### src/rtl/mux_scan_sequencer.sv
// mux_scan_sequencer
//   Steps the 3-bit select of an 8:1 channel mux through every channel. After
//   each select change it waits a programmable settle time, then samples the
//   mux output once. The sampled bits are reassembled into a parallel word,
//   which is presented with a one-cycle valid strobe. Both single-shot and
//   continuous scans are supported.
//
// Ports
//   clk        in   system clock, rising edge
//   rst_n      in   asynchronous active-low reset
//   start      in   scan request, honoured only while idle
//   cont       in   continuous mode, sampled on the last channel's sample cycle
//   abort      in   synchronous abort; drops the scan in progress
//   mux_y      in   output of the 8:1 mux
//   sel        out  mux select, drives s[2:0] directly
//   busy       out  high whenever a scan is in progress
//   word       out  last completed scan; bit i = mux_y sampled while sel==i
//   word_valid out  one-cycle strobe, asserted on the edge that updates word
module mux_scan_sequencer #(
  parameter int unsigned N_CH   = 8,
  parameter int unsigned SEL_W  = 3,
  parameter int unsigned SETTLE = 1
) (
  input  logic             clk,
  input  logic             rst_n,
  input  logic             start,
  input  logic             cont,
  input  logic             abort,
  input  logic             mux_y,
  output logic [SEL_W-1:0] sel,
  output logic             busy,
  output logic [N_CH-1:0]  word,
  output logic             word_valid
);

  localparam int unsigned CNT_W = 4;
  localparam logic [CNT_W-1:0] CNT_LAST = CNT_W'(SETTLE - 1);
  localparam logic [SEL_W-1:0] SEL_LAST = SEL_W'(N_CH - 1);

  typedef enum logic [1:0] {
    ST_IDLE   = 2'd0,
    ST_SETTLE = 2'd1,
    ST_SAMPLE = 2'd2
  } state_t;

  state_t           state, state_d;
  logic [SEL_W-1:0] sel_d;
  logic [CNT_W-1:0] cnt, cnt_d;
  logic [N_CH-1:0]  shadow, shadow_d;
  logic [N_CH-1:0]  word_d;
  logic             word_valid_d;
  logic             busy_d;

  // State and registered outputs
  always_ff @(posedge clk or negedge rst_n) begin
    if (!rst_n) begin
      state      <= ST_IDLE;
      sel        <= '0;
      cnt        <= '0;
      shadow     <= '0;
      word       <= '0;
      word_valid <= 1'b0;
      busy       <= 1'b0;
    end else begin
      state      <= state_d;
      sel        <= sel_d;
      cnt        <= cnt_d;
      shadow     <= shadow_d;
      word       <= word_d;
      word_valid <= word_valid_d;
      busy       <= busy_d;
    end
  end

  // Next-state and next-output logic
  always_comb begin
    state_d      = state;
    sel_d        = sel;
    cnt_d        = '0;
    shadow_d     = shadow;
    word_d       = word;
    word_valid_d = 1'b0;

    case (state)
      ST_IDLE: begin
        sel_d = '0;
        if (start && !abort) begin
          state_d = ST_SETTLE;
        end
      end

      ST_SETTLE: begin
        if (cnt == CNT_LAST) begin
          state_d = ST_SAMPLE;
        end else begin
          cnt_d = cnt + 1'b1;
        end
      end

      ST_SAMPLE: begin
        shadow_d[sel] = mux_y;
        state_d       = ST_SETTLE;
        if (sel != SEL_LAST) begin
          sel_d = sel + 1'b1;
        end else begin
          // The last bit comes straight from mux_y; the shadow register
          // has not captured it yet on this edge.
          word_d       = {mux_y, shadow[N_CH-2:0]};
          word_valid_d = 1'b1;
          sel_d        = '0;
          if (!cont) begin
            state_d = ST_IDLE;
          end
        end
      end

      default: begin
        state_d = ST_IDLE;
        sel_d   = '0;
      end
    endcase

    // Abort wins over everything, including completion of the last channel.
    if (abort && (state != ST_IDLE)) begin
      state_d      = ST_IDLE;
      sel_d        = '0;
      cnt_d        = '0;
      shadow_d     = '0;
      word_d       = word;
      word_valid_d = 1'b0;
    end

    busy_d = (state_d != ST_IDLE);
  end

endmodule

### config.mk
export PLATFORM = sky130hd
export DESIGN_NAME = mux_scan_sequencer
export DESIGN_NICKNAME = d
export VERILOG_FILES = /design/src/rtl/mux_scan_sequencer.sv
export SDC_FILE = /design/constraint.sdc
export NUM_CORES = 1
export LEC_CHECK = 0
export ABC_AREA = 1
export BUFFER_PORTS_ARGS = -buffer_cell sky130_fd_sc_hd__buf_2
export CORE_UTILIZATION = 35
export CTS_CLUSTER_SIZE = 30
export DETAILED_ROUTE_END_ITERATION = 10
export SLEW_MARGIN = 20
export SYNTH_ARGS = -nofsm -noshare
export SYNTH_HDL_FRONTEND = slang
export SYNTH_SLANG_ARGS = --single-unit
### constraint.sdc
create_clock -name clk -period 1.3 [get_ports clk]
set_clock_uncertainty 0.1 [all_clocks]
set_input_delay 0.065 -clock clk [delete_from_list [all_inputs] [get_ports clk]]
set_output_delay 0.065 -clock clk [all_outputs]
set_load 0.01 [all_outputs]
# Yosys cells after proc, flatten, opt, wreduce, memory -nomap -nowiden
# Index checks and enable logic that the tools add are counted.
# totals
ff_bits	27
out_inout_bits	13
word_cells	47
# classes
addsub	2
n_lt_le_gt_ge	2
eq_ne	4
mux	20
n_bitwise	2
reduce_logical	10
# op_table
cell	count
two-way mux 8 bit	2
two-way mux 4 bit	3
bitwise mux 8 bit	1
two-way mux 1 bit	6
two-way mux 2 bit	3
two-way mux 3 bit	2
one-hot mux 2 bit (3 select lines)	1
one-hot mux 3 bit (2 select lines)	1
nonzero test 2 bit	3
adder 4 x 1 -> 4 bit, second input constant	1
logical NOT 4 bit	1
< comparator 3 x 4 -> 1 bit, second input constant	1
adder 3 x 1 -> 3 bit, second input constant	1
demux 1 bit (select 3 bit)	1
>= comparator 3 x 1 -> 1 bit, second input constant	1
logical AND 1 bit	3
!= test 3 bit, second input constant	1
AND reduction 3 bit	1
equality test 2 x 1 -> 1 bit, second input constant	1
equality test 2 bit, second input constant	1
logical NOT 2 bit	1
!= test 2 bit, second input constant	1
inverter 1 bit	2
logical NOT 1 bit	1

# Logic depth before layout (Yosys ltp)
# Gate-level depths: netlist (run 1).
# depth
word_depth	7
depth_mapped	7

# Worst setup path before layout (run 1)
# Ideal clock, no wire load.
# synth_path
kind	register -> register
start	register sel[0]
end	register word[1]
setup_time_ps	76
t_arrival_ps	1266
required_time_ps	1124
path_slack_ps	-143
stages_incl_launch_ff	7
path_buffers	1
cell_sequence	dfrtp_1 > ha_1 > ha_1 > nand3_2 > buf_2 > nand2_1 > o21ai_1
# synth_via
elab_chain_len	3
# synth_lines
item	line	rtl
start: declaration	30	output logic [SEL_W-1:0] sel,
start signal: assignment	66	sel <= sel_d;
!= test 3 bit	103	if (sel != SEL_LAST) begin
inverter 1 bit (no source line)	--	
AND reduction 3 bit (no source line)	--	
end signal: assignment	69	word <= word_d;
end: declaration	32	output logic [N_CH-1:0] word,
# No other way between the ends.
# A chain may end at the register's enable or synchronous reset.

# Worst setup path after layout (run 1)
# layout_path
start	register sel[1]
end	register busy
# layout_via
elab_chain_len	5
# layout_lines
item	line	rtl
!= test 3 bit	103	
two-way mux 1 bit	103	
one-hot mux 2 bit (3 select lines)	84	case (state)
two-way mux 2 bit	124	if (abort && (state != ST_IDLE)) begin
nonzero test 2 bit	133	busy_d = (state_d != ST_IDLE);
named net busy_d	52	logic busy_d;
end signal: assignment	71	busy <= busy_d;
end: declaration	31	output logic busy,
# The timed path passes the listed nets, and every way through them passes these cells.

==> flow_summary_export.csv, run 1 <==
group,metric,value,unit
route,wl_per_cell,11.28,microns
power_and_ir_drop,p_sw,0.4226,mW
route,via_per_inst,4.662,
worst_setup_path,critPathMaxFanout,4,
worst_setup_path,slowest_stage,"dfrtp_2",
worst_setup_path,critPathBufInv,0,
worst_setup_path,crit_required,1480,ps
worst_setup_path,cpLargestDelayFamily,"flip-flops",
final_layout,layout.nets,199,
route,drc,0,
final_layout,drive_gt1_frac,0.3777,
floorplan,die_y,61.16,microns
global_routing,grt_pass1_wl,4.450,mm
floorplan,die_w,61.16,microns
place,port_buffers,18,
job,maxCapViolCount,0,
timing,period_share,0.9927,
clock_network,cts_root_buf,"clkbuf_4",
outcome,outcome,"completed",
yosys,ys_types,16,
clock_network,clock_sinks,26,
final_layout,synthToLayoutAreaGrowth,35.96,%
power_and_ir_drop,p_int,1.261,mW
yosys,synth_seq_cells,26,
route,vias,1091,
final_layout,fin_area,1665,sq um
global_routing,grt_pass1_vias,1038,
yosys,synth_warnings,0,
min_path,hold_class,"input port to flop",
timing,worstMarginPinSlew,568.4,ps
global_routing,grt_max_degree,27,
timing,clock.fmax,774.9,MHz
place,gp_congestion,0.8259,
place,dp_hpwl,1.863,mm
power_and_ir_drop,cellPowerDensity,1011,nW/um^2
worst_setup_path,critPathKind,"flop to flop",
power_and_ir_drop,switching_share,0.2510,
floorplan,row_count,21,
global_routing,antenna_found_initial,0,
route,drtPass1Iterations,4,
timing,slew_headroom,0.6211,
route,drtIter0Drc,43,
yosys,syn_avg_cell_area,7.954,sq um
power_and_ir_drop,p_comb_frac,0.155,
floorplan,dieArea,3741,sq um
worst_setup_path,critical_path.cell_chain,"ha_4 -> ha_4 -> nand2_1 -> nand2_2 -> nand3_1 -> nand2_2 -> nand2_1",
clock_network,path_clk_slew,140,ps
floorplan,coreArea,3337,sq um
clock_network,htreeDepth,1,
route,wl,2.640,mm
power_and_ir_drop,ir_drop,448.7,uV
yosys,synth_top_area_frac,0.5312,
clock_network,numCtsBuffers,3,
clock_network,cts_tree,"done",
power_and_ir_drop,seqPwrFrac,0.513,
timing,min_period,1290,ps
yosys,synth_cells,154,
yosys,synth_area_leaders,"dfrtp_1, nand2_1, nor2_1, inv_1, ha_1",
floorplan,io-pin-count,19,
worst_setup_path,start_kind,"flop",
power_and_ir_drop,clockPowerShare,0.332,
floorplan,start_util,0.3671,
clock_network,clkLatencyLatePin,320,ps
global_routing,gr-total-overflow,0,
timing,grt_setup_unrepaired,"yes",
clock_network,clockBufferDepth,2,
timing,setup_viol,0,
worst_setup_path,critPathArrivalTime,1470,ps
timing,slew_violations,0,
power_and_ir_drop,p_leak,0.8496,nW
timing,hold_slack,24.98,ps
final_layout,diodes,0,
route,postRouteAntennaNets,0,
yosys,ys_seq_area_frac,0.5312,
yosys,synthesis.nets,164,
yosys,synthDominantAreaCellType,"dfrtp_1",
global_routing,gr-usage-all-layers,0.1626,
yosys,synth_area,1225,sq um
place,place_area,1443,sq um
worst_setup_path,slowest_delay,460,ps
timing,final-hold-violation-count,0,
worst_setup_path,endpoint_kind,"flop",
==> worst register-to-register path: stages (launching register included) <==
cell and delay (ps):
dfrtp_2 460, ha_4 170, ha_4 170, nand2_1 80
nand2_2 50, nand3_1 90, nand2_2 70, nand2_1 50
==> power by group through the flow <==
stage / combinational [mW] / clock [mW] / sequential [mW]
after floorplan: 0.100 / 0 / 0.885
after global placement: 0.199 / 0 / 0.875
after detailed placement: 0.202 / 0 / 0.876
after CTS: 0.220 / 0.577 / 0.861
after global routing: 0.293 / 0.603 / 0.869
final: 0.260 / 0.559 / 0.865
==> per-stage QoR <==
stage / utilization / total power [mW] / setup slack, ps / TNS [ps] / cells
after floorplan: - / 0.9850 / 25.48 / 0 / 154
after global placement: 0.4323 / 1.074 / -26.83 / -121.4 / 223
after detailed placement: 0.4323 / 1.078 / -80.47 / -338.0 / 223
after CTS: 0.4649 / 1.658 / -1.583 / -1.583 / 231
after global routing: 0.4991 / 1.765 / -41.58 / -405.1 / 234
final: 0.4991 / 1.684 / 9.548 / 0 / 234
==> cell usage after synthesis <==
cell / instances
buf_2: 2
xor2_1: 1
nor2_4: 1
dfrtp_1: 26
inv_1: 21
nor2_1: 22
nand3_2: 1
o2bb2ai_1: 1
o21ai_0: 5
xnor2_1: 1
o21ai_2: 1
ha_1: 4
o21ai_1: 7
inv_2: 3
nand3_1: 6
nand2_1: 52
==> layout make-up <==
class	instances	area (sq um)
multi-input combinational	103	588.1
sequential	26	655.6
timing repair buffer	31	210.2
clock buffer	3	22.52
clock inverter	1	30.03
inverter	24	101.3
tap	46	57.56
fill	322	1672
==> state kept, by name, indices dropped and copies added, names as in the netlist <==
signal	flops
word	8
shadow	7
cnt	4
sel	3
state	2
busy	1
word_valid	1
==> cell usage in the layout, fill, tap and decap left out <==
master,Yosys,layout
nand3_1,6,6
dfrtp_2,0,4
nand2_2,0,13
nand3_4,0,1
buf_6,0,4
bufinv_16,0,1
buf_4,0,6
inv_2,3,3
nor2_1,22,13
dfrtp_1,26,22
xor2_1,1,1
o21ai_1,7,8
o21ai_0,5,3
clkbuf_4,0,3
nand2_1,52,39
o2bb2ai_1,1,1
o21ai_4,0,1
dlygate4sd3_1,0,3
ha_4,0,2
inv_6,0,1
nand3_2,1,1
clkinvlp_4,0,1
buf_2,2,18
nor2_2,0,8
inv_4,0,1
xnor2_1,1,1
nor2_4,1,2
ha_1,4,2
o21ai_2,1,1
inv_1,21,18
==> metal layers <==
| layer | vias to the layer above | global-route usage | wire length (microns) |
|---|---|---|---|
| met3 | 4 | 0.02521 | 64 |
| li1 | 540 | - | - |
| met5 | - | 0 | 0 |
| met2 | 15 | 0.2919 | 1312 |
| met4 | 0 | 0.05844 | 34 |
| met1 | 532 | 0.1963 | 1228 |
==> path summary, 6_finish.rpt <==
| path | slack [ps] | start | end | cells past startpoint |
|---|---|---|---|---|
| worst max-delay path | 10 | sel[1] | busy | 7 |
| worst min-delay path | 20 | start | state[0] | 5 |
| worst max register to register | 10 | sel[1] | busy | 7 |
| worst min register to register | 400 | cnt[0] | cnt[0] | 1 |
| max in group asynchronous | 550 | rst_n | state[1] | 2 |
| min in group asynchronous | 140 | rst_n | word[6] | 2 |
==> kinds of logic (layout without fill, tap and decap cells) <==
logic type	Yosys count	in the layout	share of synthesized area
XOR/XNOR	2	2	0.01430
AO/OA/AOI/OAI	14	14	0.06333
flip-flops	26	26	0.5312
AND/OR/NAND/NOR	82	83	0.2686
buffers and inverters	26	59	0.08172
adder cells (fa/ha/maj)	4	4	0.04086
==> repair_timing <==
action                     CTS  global route
buffers inserted             0             3
hold endpoints to repair    29             0
cloned                       1             0
pin swaps                    1             7
hold buffers                 3             0
setup endpoints to repair    9            20
gates resized for setup      4            36
(Power assumes the default switching activity.)
==> run 2: changes to the inputs <==
--- a/config.mk
+++ b/config.mk
@@ -5,7 +5,6 @@
 export SDC_FILE = /design/constraint.sdc
 export NUM_CORES = 1
 export LEC_CHECK = 0
-export ABC_AREA = 1
 export BUFFER_PORTS_ARGS = -buffer_cell sky130_fd_sc_hd__buf_2
 export CORE_UTILIZATION = 35
 export CTS_CLUSTER_SIZE = 30
==> run 2 against run 1 <==
- the run now ends with hold timing, setup timing left
- power fell by 17%
- register-to-register slack got worse by 300 ps
- final area fell by 1.5%
- clock-buffer cell count rose by 1
- worst setup slack got worse by 300 ps
- synthesized area fell by 2.8%
- via count fell by 21%
- synthesized cell count fell by 36%
- worst hold slack got worse by 41 ps
- global-route usage fell by 2.4 points
- critical path type unchanged
- critical endpoint is now word[6]
==> flow_summary_export.csv, run 2 <==
group,metric,value,unit
outcome,outcome,"complete, but fails checks",
outcome,violations,"hold timing, setup timing",
worst_setup_path,endpoint_kind,"flop",
route,drtIter0Drc,20,
power_and_ir_drop,cellPowerDensity,853.9,nW/um^2
power_and_ir_drop,p_leak,0.8379,nW
yosys,synthDominantAreaCellType,"dfrtp_1",
clock_network,path_clk_slew,130,ps
worst_setup_path,critPathMaxFanout,9,
yosys,synth_warnings,0,
clock_network,clockBufferDepth,2,
global_routing,grt_max_degree,27,
yosys,synthTopCellsByCount,"dfrtp_1, nand2_1, nor2_1",
place,gp_congestion,0.7172,
clock_network,cts_root_buf,"clkbuf_4",
clock_network,cts_hold_buf,5,
yosys,async_flop_share,1.000,
timing,grt_setup_unrepaired,"yes",
route,wl,2.218,mm
clock_network,clkLatencyLatePin,310,ps
final_layout,layout.nets,151,
route,drc,0,
final_layout,reg_top3,"word (8), shadow (7), cnt (4)",
global_routing,use_met1,0.1786,
yosys,synth_edf_count,0,
floorplan,die_w,60.34,microns
global_routing,grt.met2_usage,0.2261,
final_layout,synthToLayoutAreaGrowth,37.71,%
final_layout,diodes,0,
timing,postLayoutSetupSlackWorst,-289.0,ps
final_layout,max_flop_register,"word",
job,maxCapViolCount,0,
final_layout,final.fill_count,295,
route,drtPass1Iterations,4,
final_layout,fin_area,1640,sq um
timing,final-hold-violation-count,1,
timing,hold_slack,-15.98,ps
timing,setup_viol,17,
worst_setup_path,critPathKind,"flop to flop",
floorplan,row_count,20,
final_layout,largest_reg_flops,8,
final_layout,final_common_cell,"dfrtp_1",
timing,clock.fmax,629.3,MHz
global_routing,met3_usage,0.02772,
timing,min_period,1589,ps
floorplan,start_util,0.3808,
yosys,syn_avg_cell_area,12.03,sq um
global_routing,gr-total-overflow,0,
floorplan,dieArea,3640,sq um
yosys,dominantRegCellSynth,"dfrtp_1",
yosys,ys_seq_area_frac,0.5462,
clock_network,cts_tree,"done",
timing,worstMarginPinSlew,563.2,ps
clock_network,numCtsBuffers,3,
final_layout,final_cell_mix,"dfrtp_1, buf_2, buf_4",
place,dp_hpwl,1.576,mm
clock_network,clock_sinks,26,
global_routing,gr-usage-all-layers,0.1385,
worst_setup_path,start_kind,"flop",
place,place_area,1434,sq um
worst_setup_path,critPathArrivalTime,1700,ps
route,postRouteAntennaNets,0,
clock_network,htreeDepth,1,
yosys,synthesis.nets,109,
worst_setup_path,crit_required,1410,ps
yosys,synth_area,1191,sq um
route,via_per_inst,4.690,
floorplan,io-pin-count,19,
floorplan,die_y,60.34,microns
power_and_ir_drop,ir_drop,475.6,uV
yosys,synth_cells,99,
timing,slew_headroom,0.6246,
timing,slew_violations,0,
yosys,synth_seq_cells,26,
route,wl_per_cell,12.05,microns
yosys,ys_types,24,
global_routing,antenna_found_initial,0,
min_path,hold_class,"input port to flop",
floorplan,coreArea,3128,sq um
yosys,synth_top_area_frac,0.5462,
global_routing,grt_pass1_vias,879,
yosys,yosysMostFrequentCell,"dfrtp_1",
place,port_buffers,18,
global_routing,grt_pass1_wl,3.774,mm
global_routing,grt-busiest-layer,"met2",
yosys,synth_area_leaders,"dfrtp_1, mux2_4, mux2i_1, ha_1, nand2_1",
final_layout,drive_gt1_frac,0.5214,
timing,period_share,1.222,
route,vias,863,
## run 2: cell count changes after synthesis, moves of 3 or more
| cell | before | now |
|---|---|---|
| inv_2 | 3 | 0 |
| nor2_1 | 22 | 9 |
| a22oi_1 | 0 | 3 |
| nor2b_1 | 0 | 3 |
| mux2_4 | 0 | 8 |
| mux2i_1 | 0 | 7 |
| o21ai_0 | 5 | 1 |
| inv_1 | 21 | 4 |
| nand2_1 | 52 | 12 |
| o21ai_1 | 7 | 1 |
## run 2: cell type report
cell class / instances / area, sq um / share of cell area
timing repair buffer: 40 / 279.0 / 0.1701
multi-input combinational: 66 / 601.8 / 0.3669
clock buffer: 4 / 36.28 / 0.02212
sequential: 26 / 653.1 / 0.3982
inverter: 4 / 15.01 / 0.009153
tap: 44 / 55.05 / 0.03356
## run 2: worst max-delay path: stages (launching register included)
cell     delay, ps
dfrtp_2        410
ha_4           140
ha_4           130
inv_2           40
nor3b_2        180
buf_6          180
mux2_4         300
## run 2: worst paths after layout
check                             end  cells after the start  startpoint  slack [ps]
min in group asynchronous   shadow[1]                      2       rst_n         170
min                        word_valid                      3       abort         -20
max                           word[6]                      6      sel[1]        -290
max reg2reg                   word[6]                      6      sel[1]        -290
min reg2reg                   word[4]                      1     word[4]         420
max in group asynchronous      sel[1]                      2       rst_n         530
## run 2: cell families (layout without fill, tap and decap cells)
family                     count (synthesis)  count (layout)  synth area share
AOI/OAI and AO/OA                          9               9           0.04831
DFF                                       26              26            0.5462
muxes                                     15              15            0.1597
buffers and inverters                      7              48           0.03781
xor gates and xnor gates                   2               2           0.01471
adders and majority gates                  4               4           0.04202
and+or+nand+nor                           36              36            0.1513
## run 2: routing by layer
layer  share of wire  vias up
met5               0        -
li1                -      417
met2            0.49       20
met4          0.0081        0
met1            0.47      424
met3           0.033        2
## run 2: repair_timing
action,in CTS,in global routing
endpoints found under the setup margin,16,20
gates resized for setup,5,20
cloned,0,0
buffers inserted,2,4
pin swaps,2,4
endpoints found under the hold margin,33,1
## run 2: metrics by stage
| stage | cells | utilization | power, mW | setup WS [ps] | setup TNS (ps) |
|---|---|---|---|---|---|
| final | 184 | 0.5244 | 1.401 | -289.0 | -2890 |
| after global placement | 171 | 0.4584 | 0.9839 | -246.2 | -2153 |
| after CTS | 182 | 0.4956 | 1.395 | -289.5 | -2519 |
| after global routing | 184 | 0.5244 | 1.476 | -329.2 | -3813 |
| after floorplan | 99 | - | 0.9233 | -286.9 | -2351 |
| after detailed placement | 171 | 0.4584 | 0.9870 | -290.3 | -2596 |
## run 2: power breakdown
part	switching [mW]	internal, mW	total [mW]
Clock	0.217	0.171	0.388
Sequential	0.0107	0.827	0.838
Combinational	0.0943	0.0802	0.174
Total	0.322	1.08	1.40
==> run 3: changes to the inputs <==
--- a/config.mk
+++ b/config.mk
@@ -13,3 +13,4 @@
 export SYNTH_ARGS = -nofsm -noshare
 export SYNTH_HDL_FRONTEND = slang
 export SYNTH_SLANG_ARGS = --single-unit
+export TNS_END_PERCENT = 30
==> run 3 against run 2 <==
- the flow still finishes with violations (hold timing, setup timing)
- sequential power barely moved
- highest routed layer unchanged
- largest cell class unchanged
- combinational power fell by 14%
- clock power rose by 45%
==> flow_summary_export.csv, run 3 (synthesized netlist as in run 2, its figures left out) <==
group,metric,value,unit
timing,hold_slack,-41.02,ps
global_routing,antenna_found_initial,0,
final_layout,utilization,0.5008,
power_and_ir_drop,cellPowerDensity,989.1,nW/um^2
final_layout,drive_gt1_frac,0.4058,
global_routing,gr-usage-all-layers,0.1407,
global_routing,grt_pass1_wl,3.877,mm
timing,period_share,1.216,
global_routing,grt_pass1_vias,880,
final_layout,final_cell_mix,"dfrtp_1, buf_2, buf_4",
timing,clock.fmax,632.8,MHz
clock_network,clockBufferDepth,2,
power_and_ir_drop,p_leak,0.8105,nW
route,via_per_inst,4.621,
clock_network,numCtsBuffers,3,
floorplan,coreArea,3128,sq um
worst_setup_path,start_kind,"flop",
power_and_ir_drop,ir_drop,1169,uV
worst_setup_path,cpLargestDelayFamily,"flip-flops",
floorplan,row_count,20,
timing,min_period,1580,ps
clock_network,cts_tree,"done",
floorplan,start_util,0.3808,
worst_setup_path,critPathArrivalTime,1710,ps
global_routing,grt_max_degree,27,
timing,final-hold-violation-count,1,
worst_setup_path,critical_path.cell_chain,"ha_4 -> ha_4 -> inv_2 -> nor3b_2 -> buf_6 -> mux2_4",
worst_setup_path,crit_required,1430,ps
clock_network,htreeDepth,1,
place,dp_hpwl,1.565,mm
clock_network,cts_root_buf,"clkbuf_4",
final_layout,stdcell_count,182,
final_layout,largest_reg_flops,8,
clock_network,path_clk_slew,150,ps
job,maxCapViolCount,0,
floorplan,die_y,60.34,microns
floorplan,die_w,60.34,microns
power_and_ir_drop,power.total,1.549,mW
place,place_area,1446,sq um
route,drtPass1Iterations,6,
final_layout,reg_top3,"word (8), shadow (7), cnt (4)",
route,drtIter0Drc,17,
place,place_ws,-289.6,ps
place,place_inst,173,
timing,postLayoutSetupSlackWorst,-280.2,ps
timing,setup_tns,-2340,ps
route,postRouteAntennaNets,0,
worst_setup_path,slowest_stage,"dfrtp_2",
clock_network,postCtsSetupRepairBufs,0,
route,wl_per_cell,11.77,microns
timing,slew_violations,0,
clock_network,clock_sinks,26,
outcome,violations,"hold timing, setup timing",
worst_setup_path,critPathKind,"flop to flop",
final_layout,layout.nets,149,
final_layout,diodes,0,
floorplan,io-pin-count,19,
final_layout,max_flop_register,"word",
final_layout,synthToLayoutAreaGrowth,31.51,%
place,port_buffers,18,
worst_setup_path,critPathBufInv,2,
floorplan,dieArea,3640,sq um
timing,setup_viol,13,
timing,slew_headroom,0.6256,
final_layout,fin_area,1567,sq um
clock_network,clkLatencyLatePin,320,ps
final_layout,final_common_cell,"dfrtp_1",
timing,grt_setup_unrepaired,"yes",
worst_setup_path,crit_top_cell,"ha_4",
route,wl,2.143,mm
global_routing,gr-total-overflow,0,
worst_setup_path,endpoint_kind,"flop",
timing,worstMarginPinSlew,561.6,ps
place,gp_congestion,0.7121,
worst_setup_path,slowest_delay,420,ps
worst_setup_path,critPathMaxFanout,9,
clock_network,cts_hold_buf,5,
route,drc,0,
route,vias,841,
min_path,hold_class,"input port to flop",
outcome,outcome,"complete, but fails checks",
[run 3: changes by cell type in the layout (fill, tap and decap cells not counted), moves of 2 or more]
cell     delta
nand2_1     +4
nand2_2     -3
nor2_1      +3
nor2_2      -3
buf_6       -2
nand3_1     +2
nand3_2     -2
nor2b_1     +2
nor2b_2     -2
o21ai_4     -2
[run 3: tightest hold or removal path, delay by kind of cell]
kind,cells,cell delay (ps)
buf+inv,2,240
simple gates,1,50
[run 3: area by class of cell]
cell class | instances | area, sq um
Fill cell | 288 | 1562
Sequential cell | 26 | 653.1
Multi-Input combinational cell | 66 | 534.3
Timing Repair Buffer | 38 | 256.5
Tap cell | 44 | 55.05
Clock inverter | 1 | 30.03
Clock buffer | 3 | 22.52
Inverter | 4 | 15.01
[run 3: power breakdown]
group | internal, mW | switching (mW) | total [mW] | leakage [nW]
Combinational | 0.0680 | 0.0811 | 0.149 | 0.426
Clock | 0.312 | 0.250 | 0.562 | 0.0279
Sequential | 0.828 | 0.0105 | 0.838 | 0.356
Total | 1.21 | 0.342 | 1.55 | 0.811
[run 3: path summary, 6_finish.rpt]
| path | start | end | slack [ps] | cells past startpoint |
|---|---|---|---|---|
| worst max-delay path | sel[1] | word[1] | -280 | 6 |
| worst min register to register | shadow[6] | word[6] | 420 | 1 |
| max in group asynchronous | rst_n | sel[1] | 550 | 2 |
| worst min-delay path | abort | word_valid | -40 | 3 |
| worst max register to register | sel[1] | word[1] | -280 | 6 |
| min in group asynchronous | rst_n | word[4] | 140 | 2 |
[run 3: routing by layer]
layer	routed length, microns	track usage	vias up
li1	-	-	411
met1	1018	0.1781	406
met4	16	0.02326	0
met2	1017	0.2418	22
met3	91	0.04051	2
met5	0	0	-
[run 3: repair_timing]
action / CTS / global route
hold endpoints to repair: 33 / 1
gates resized for setup: 6 / 0
setup endpoints to repair: 19 / 20
pin swaps: 0 / 1
